[src/rtl/xrisc_dmem_responder_if.sv]
// rtl/xrisc_dmem_responder_if.sv - store/load bus, write-log stream and test-status bundle for the dmem responder
interface xrisc_dmem_responder_if #(
    parameter int LOG_DEPTH = 8
);
    localparam int CW = $clog2(LOG_DEPTH) + 1;

    logic          MemWrite;
    logic [31:0]   DataAdr;
    logic [31:0]   WriteData;
    logic [31:0]   ReadData;
    logic          log_valid;
    logic          log_ready;
    logic [31:0]   log_addr;
    logic [31:0]   log_data;
    logic [CW-1:0] log_count;
    logic          log_overflow;
    logic          misaligned;
    logic          done;
    logic          pass;
    logic [30:0]   fail_code;

    modport master (
        output MemWrite, DataAdr, WriteData, log_ready,
        input  ReadData, log_valid, log_addr, log_data, log_count,
               log_overflow, misaligned, done, pass, fail_code
    );

    modport slave (
        input  MemWrite, DataAdr, WriteData, log_ready,
        output ReadData, log_valid, log_addr, log_data, log_count,
               log_overflow, misaligned, done, pass, fail_code
    );
endinterface

[src/rtl/xrisc_dmem_responder.sv]
// rtl/xrisc_dmem_responder.sv - data RAM, TOHOST result register and store write-log FIFO for the XRISC core
module xrisc_dmem_responder #(
    parameter int          DEPTH       = 64,
    parameter int          LOG_DEPTH   = 8,
    parameter logic [31:0] TOHOST_ADDR = 32'hFFFF_FFF0
) (
    input logic                    clk,
    input logic                    reset,
    xrisc_dmem_responder_if.slave  bus
);
    localparam int AW = $clog2(DEPTH);
    localparam int PW = $clog2(LOG_DEPTH);
    localparam int CW = PW + 1;

    logic [31:0]   mem   [DEPTH];
    logic [31:0]   log_a [LOG_DEPTH];
    logic [31:0]   log_d [LOG_DEPTH];

    logic [PW-1:0] wr_ptr, rd_ptr, head_ptr;
    logic [CW-1:0] count;
    logic          overflow_q, misaligned_q, done_q, pass_q;
    logic [30:0]   fail_q;
    logic [31:0]   read_data;

    logic          aligned, in_ram, at_tohost, full, push, pop, accept;
    logic [AW-1:0] idx;

    assign idx       = bus.DataAdr[AW+1:2];
    assign aligned   = (bus.DataAdr[1:0] == 2'b00);
    assign in_ram    = (bus.DataAdr < 32'(DEPTH * 4));
    assign at_tohost = (bus.DataAdr == TOHOST_ADDR);
    assign full      = (count == CW'(LOG_DEPTH));
    assign push      = bus.MemWrite;
    assign pop       = (count != '0) && bus.log_ready;
    // A full log still takes a push when the head leaves on the same edge.
    assign accept    = push && (!full || pop);

    always_ff @(posedge clk) begin
        if (!reset && bus.MemWrite && aligned && in_ram)
            mem[idx] <= bus.WriteData;
    end

    always_ff @(posedge clk) begin
        if (!reset && accept) begin
            log_a[wr_ptr] <= bus.DataAdr;
            log_d[wr_ptr] <= bus.WriteData;
        end
    end

    always_ff @(posedge clk) begin
        if (reset) begin
            wr_ptr       <= '0;
            rd_ptr       <= '0;
            count        <= '0;
            overflow_q   <= 1'b0;
            misaligned_q <= 1'b0;
            done_q       <= 1'b0;
            pass_q       <= 1'b0;
            fail_q       <= '0;
        end else begin
            if (accept)
                wr_ptr <= wr_ptr + PW'(1);
            if (pop)
                rd_ptr <= rd_ptr + PW'(1);
            if (accept && !pop)
                count <= count + CW'(1);
            else if (!accept && pop)
                count <= count - CW'(1);
            if (push && full && !pop)
                overflow_q <= 1'b1;
            if (bus.MemWrite && !aligned)
                misaligned_q <= 1'b1;
            if (bus.MemWrite && aligned && at_tohost && !done_q && bus.WriteData != 32'd0) begin
                done_q <= 1'b1;
                pass_q <= (bus.WriteData == 32'd1);
                fail_q <= bus.WriteData[31:1];
            end
        end
    end

    always_comb begin
        read_data = '0;
        if (in_ram)
            read_data = mem[idx];
        else if (at_tohost && done_q)
            read_data = pass_q ? 32'd1 : {fail_q, 1'b0};
    end

    // When empty, point at the slot just popped so the head outputs hold their last value.
    assign head_ptr = (count != '0) ? rd_ptr : rd_ptr - PW'(1);

    assign bus.ReadData     = read_data;
    assign bus.log_valid    = (count != '0);
    assign bus.log_addr     = log_a[head_ptr];
    assign bus.log_data     = log_d[head_ptr];
    assign bus.log_count    = count;
    assign bus.log_overflow = overflow_q;
    assign bus.misaligned   = misaligned_q;
    assign bus.done         = done_q;
    assign bus.pass         = pass_q;
    assign bus.fail_code    = fail_q;
endmodule

[src/flat_wrapper.sv]
// flat-port wrapper written by rule: the top's interface ports become plain ports
module xrisc_dmem_responder_flat 
#(
    parameter int          DEPTH       = 64,
    parameter int          LOG_DEPTH   = 8,
    parameter logic [31:0] TOHOST_ADDR = 32'hFFFF_FFF0
)
  (clk, reset, bus_MemWrite, bus_DataAdr, bus_WriteData, bus_log_ready, bus_ReadData, bus_log_valid, bus_log_addr, bus_log_data, bus_log_count, bus_log_overflow, bus_misaligned, bus_done, bus_pass, bus_fail_code);
  xrisc_dmem_responder_if #(.LOG_DEPTH(LOG_DEPTH)) bus_i ();
  input logic clk;
  input logic reset;
  input wire logic [$bits(bus_i.MemWrite)-1:0] bus_MemWrite;
  input wire logic [$bits(bus_i.DataAdr)-1:0] bus_DataAdr;
  input wire logic [$bits(bus_i.WriteData)-1:0] bus_WriteData;
  input wire logic [$bits(bus_i.log_ready)-1:0] bus_log_ready;
  output wire logic [$bits(bus_i.ReadData)-1:0] bus_ReadData;
  output wire logic [$bits(bus_i.log_valid)-1:0] bus_log_valid;
  output wire logic [$bits(bus_i.log_addr)-1:0] bus_log_addr;
  output wire logic [$bits(bus_i.log_data)-1:0] bus_log_data;
  output wire logic [$bits(bus_i.log_count)-1:0] bus_log_count;
  output wire logic [$bits(bus_i.log_overflow)-1:0] bus_log_overflow;
  output wire logic [$bits(bus_i.misaligned)-1:0] bus_misaligned;
  output wire logic [$bits(bus_i.done)-1:0] bus_done;
  output wire logic [$bits(bus_i.pass)-1:0] bus_pass;
  output wire logic [$bits(bus_i.fail_code)-1:0] bus_fail_code;
  assign bus_i.MemWrite = bus_MemWrite;
  assign bus_i.DataAdr = bus_DataAdr;
  assign bus_i.WriteData = bus_WriteData;
  assign bus_i.log_ready = bus_log_ready;
  assign bus_ReadData = bus_i.ReadData;
  assign bus_log_valid = bus_i.log_valid;
  assign bus_log_addr = bus_i.log_addr;
  assign bus_log_data = bus_i.log_data;
  assign bus_log_count = bus_i.log_count;
  assign bus_log_overflow = bus_i.log_overflow;
  assign bus_misaligned = bus_i.misaligned;
  assign bus_done = bus_i.done;
  assign bus_pass = bus_i.pass;
  assign bus_fail_code = bus_i.fail_code;
  xrisc_dmem_responder #(.DEPTH(DEPTH), .LOG_DEPTH(LOG_DEPTH), .TOHOST_ADDR(TOHOST_ADDR)) u_core (.clk(clk), .reset(reset), .bus(bus_i));
endmodule
[config.mk]
export PLATFORM = sky130hd
export DESIGN_NAME = xrisc_dmem_responder_flat
export DESIGN_NICKNAME = d
export VERILOG_FILES = /design/src/rtl/xrisc_dmem_responder_if.sv /design/src/rtl/xrisc_dmem_responder.sv /design/src/flat_wrapper.sv
export SDC_FILE = /design/constraint.sdc
export NUM_CORES = 2
export LEC_CHECK = 0
export ABC_AREA = 0
export BUFFER_PORTS_ARGS = -buffer_cell sky130_fd_sc_hd__buf_2
export CAP_MARGIN = 0
export CORE_MARGIN = 4
export CORE_UTILIZATION = 40
export DETAILED_ROUTE_END_ITERATION = 6
export PLACE_DENSITY_LB_ADDON = 0.25
export SLEW_MARGIN = 20
export SYNTH_ARGS = -nofsm -noshare
export SYNTH_HDL_FRONTEND = slang
export SYNTH_SLANG_ARGS = --single-unit
[constraint.sdc]
create_clock -name clk -period 15.6 [get_ports clk]
set_input_delay 3.12 -clock clk [delete_from_list [all_inputs] [get_ports clk]]
set_output_delay 3.12 -clock clk [all_outputs]
set_load 0.05 [all_outputs]
==> flow_summary.toml <==
[detailed_routing]
drtPass1Iterations = 7
initialDrtViolationCount = 9462
vias = 57200
drc_errors = 0
finalWirelength_um = 335000
wl_per_cell_um = 36.7
ant_nets = 0
vias_per_cell = 6.28

[timing]
tightest_slew_ps = 1270
rsz0062_at_grt = "false"
setup_ws_ps = 4480
fin_skew_ps = 60.4
drv_slew = 0
fin_crit_ps = 11120
tns_ps = 0
hold_violations = 0
whs_ps = 443
slew_headroom = 0.155
period_share = 0.713
setup_viol = 0
timing.fmax_mhz = 90.0

[setup_path]
start_kind = "input port"
cp_common_cell = "a221oi_1"
critical_path.max_stage_delay_ps = 990
end_kind = "primary output"
cp_max_fo = 50
path_cells = "buf_8 -> buf_4 -> buf_4 -> mux2_2 -> a221oi_1 -> a221oi_1 -> a21oi_1 -> o22ai_1 -> a221oi_1 -> o211ai_1 -> buf_2"
critPathArrivalTime_ps = 8000
slowest_stage = "a221oi_1"
path_class = "input port to primary output"
crit_required_ps = 12480

[placed_design]
dpl.hpwl_um = 189000
post-place-cells = 8627
place_area_um2 = 106000
finalWeightedCongestion = 0.899
port_buffers = 203
preCtsSetupSlack_ps = 4490

[finish]
drive_gt1_frac = 0.231
layout.nets = 5656
stdcell_area_um2 = 114000
fillers = 21100
stdcell_count = 9113
area_growth_pct = 13.8

[clocking]
post-cts-setup-buffer-count = 0
cts_resized = 0
clock_path_buffers = 4
cts.sinks = 2605
tritoncts = "yes"
clkTransAtPathRegs_ps = 60
clk_latency_ps = 930
cts_inserted_buffers = 279
cts-hold-fix-buffers = 0
htreeDepth = 5
root_buffer = "clkbuf_16"

[synth]
ys_ff_latch = 2605
synth_edf_count = 2560
synth_flop_cell = "edfxtp_1"
yosysWarnings = 0
syn_nets = 5286
synth.avg_cell_area_um2 = 19.3
async_flop_share = 0
syn_inst = 5211
synth_area_um2 = 101000
ys_types = 78
yosysSeqAreaShare = 0.773

[pwr]
clkPwrFrac = 0.351
ir_worst_vdd_uv = 235
power.density_nw_per_um2 = 153
combinationalPowerShare = 0.206
seqPwrFrac = 0.443
power_switching_share = 0.290
p_switching_uw = 5050
p_int_uw = 12400
p_leak_uw = 0.0365

[grt]
gr-usage-all-layers = 0.252
overflow = 0
grt_first_pass_wirelength_um = 456000
grt_pass1_vias = 54900
grt_max_degree = 112
antenna_found_initial = 21

[run]
drv_cap = 0

[floorplanning]
fp.dieW_um = 509
start_util = 0.403
die_h_um = 509
core_um2 = 249000
die_area_um2 = 259000
ios = 204
num_rows = 183

[worst_hold_path]
hold_path.class = "register to register"

[status]
status = "finished clean"
## worst max-delay path, delay by kind of cell
kind,cells,cell delay [ps]
buf+inv,4,2180
compound gates,6,2100
mux,1,410
## power groups by stage
stage | Clock [uW] | Combinational (uW) | Sequential, uW
detailed placement | 0 | 3620 | 7890
CTS | 6180 | 3630 | 7740
finish | 6120 | 3590 | 7740
floorplan | 0 | 2560 | 7900
global route | 6470 | 3780 | 7740
global placement | 0 | 3620 | 7880
## Yosys cell counts (13+ instances only)
library cell | instances | area share
nand3_1 | 44 | 0.0022
a21oi_1 | 115 | 0.0057
a22oi_1 | 185 | 0.014
mux4_2 | 226 | 0.051
nand2_1 | 124 | 0.0046
nand4_1 | 14 | 0.00087
buf_4 | 64 | 0.0048
buf_1 | 24 | 0.00090
buf_6 | 40 | 0.0045
clkbuf_1 | 84 | 0.0031
buf_2 | 108 | 0.0054
mux2i_1 | 393 | 0.039
o21ai_0 | 124 | 0.0062
a22o_1 | 46 | 0.0040
a221o_1 | 20 | 0.0020
dfxtp_1 | 45 | 0.0090
a221oi_1 | 220 | 0.019
edfxtp_1 | 2560 | 0.76
o22ai_1 | 127 | 0.0079
nor4_1 | 23 | 0.0014
nor3_1 | 13 | 0.00065
mux2_2 | 226 | 0.025
nor2_1 | 207 | 0.0077
## layout make-up
cell class / count / area, um2 / share of cell area
Sequential cell: 2605 / 77800 / 0.680
Multi-Input combinational cell: 2271 / 21500 / 0.188
Clock buffer: 354 / 7380 / 0.0645
Tap cell: 3330 / 4170 / 0.0364
Timing Repair Buffer: 413 / 2730 / 0.0238
Clock inverter: 116 / 764 / 0.00668
Inverter: 11 / 48.8 / 0.000427
Antenna cell: 13 / 32.5 / 0.000284
## per-stage QoR
| stage | power (uW) | util |
|---|---|---|
| 2_1_floorplan | 10500 | - |
| 3_3_place_gp | 11500 | 0.426 |
| 3_5_place_dp | 11500 | 0.426 |
| 4_1_cts | 17500 | 0.458 |
| 5_1_grt | 18000 | 0.459 |
| 6_report | 17400 | 0.459 |
## sequential cells by signal, summed over array words and instances, names as in the netlist
register	cells
u_core.wr_ptr	3
u_core.bus.log_overflow	1
u_core.bus.fail_code	31
u_core.bus.pass	1
u_core.bus.log_count	4
u_core.mem	2048
u_core.log_a	256
u_core.bus.misaligned	1
u_core.bus.done	1
u_core.log_d	256
u_core.rd_ptr	3
## worst paths after layout
kind | endpoint | slack [ps] | startpoint | cells after the start
min reg2reg | u_core.bus.misaligned | 440 | u_core.bus.misaligned | 2
min | u_core.bus.misaligned | 440 | u_core.bus.misaligned | 2
max | bus_ReadData[23] | 4480 | bus_DataAdr[4] | 11
max reg2reg | u_core.bus.fail_code[26] | 12290 | u_core.bus.done | 5
## kinds of logic (layout without fill, tap and decap cells)
kind of cell,count (synthesis),after routing,synth area share
DFF,2605,2605,0.773
AOI/OAI and AO/OA,927,927,0.0666
muxes,857,857,0.118
and+or+nand+nor,471,471,0.0209
buffers and inverters,335,894,0.0197
xor gates and xnor gates,9,9,0.000784
adders and majority gates,7,7,0.000946
other,0,13,0
## per-layer routing
metal | track usage | part of all wire
met5 | 0.0117 | 0.00061
met4 | 0.117 | 0.056
met3 | 0.0662 | 0.12
met2 | 0.373 | 0.44
met1 | 0.348 | 0.39
## cell usage in the layout (no fill, tap or decap), types with 13 or more instances in the layout
cell type,synthesis,routed
a21oi_1,115,114
a221o_1,20,20
a221oi_1,220,220
a22o_1,46,46
a22oi_1,185,185
buf_2,108,194
buf_4,64,208
clkbuf_1,84,69
clkbuf_16,0,284
clkinv_1,1,63
clkinv_2,0,28
dfxtp_1,45,45
diode_2,0,13
edfxtp_1,2560,2560
mux2_2,226,226
mux2i_1,393,392
mux4_2,226,226
nand2_1,124,124
nand3_1,44,44
nand4_1,14,14
nor2_1,207,133
nor2_4,1,71
nor4_1,23,20
o21ai_0,124,122
o22ai_1,127,127
No activity file was read; power rests on OpenSTA's default activity.
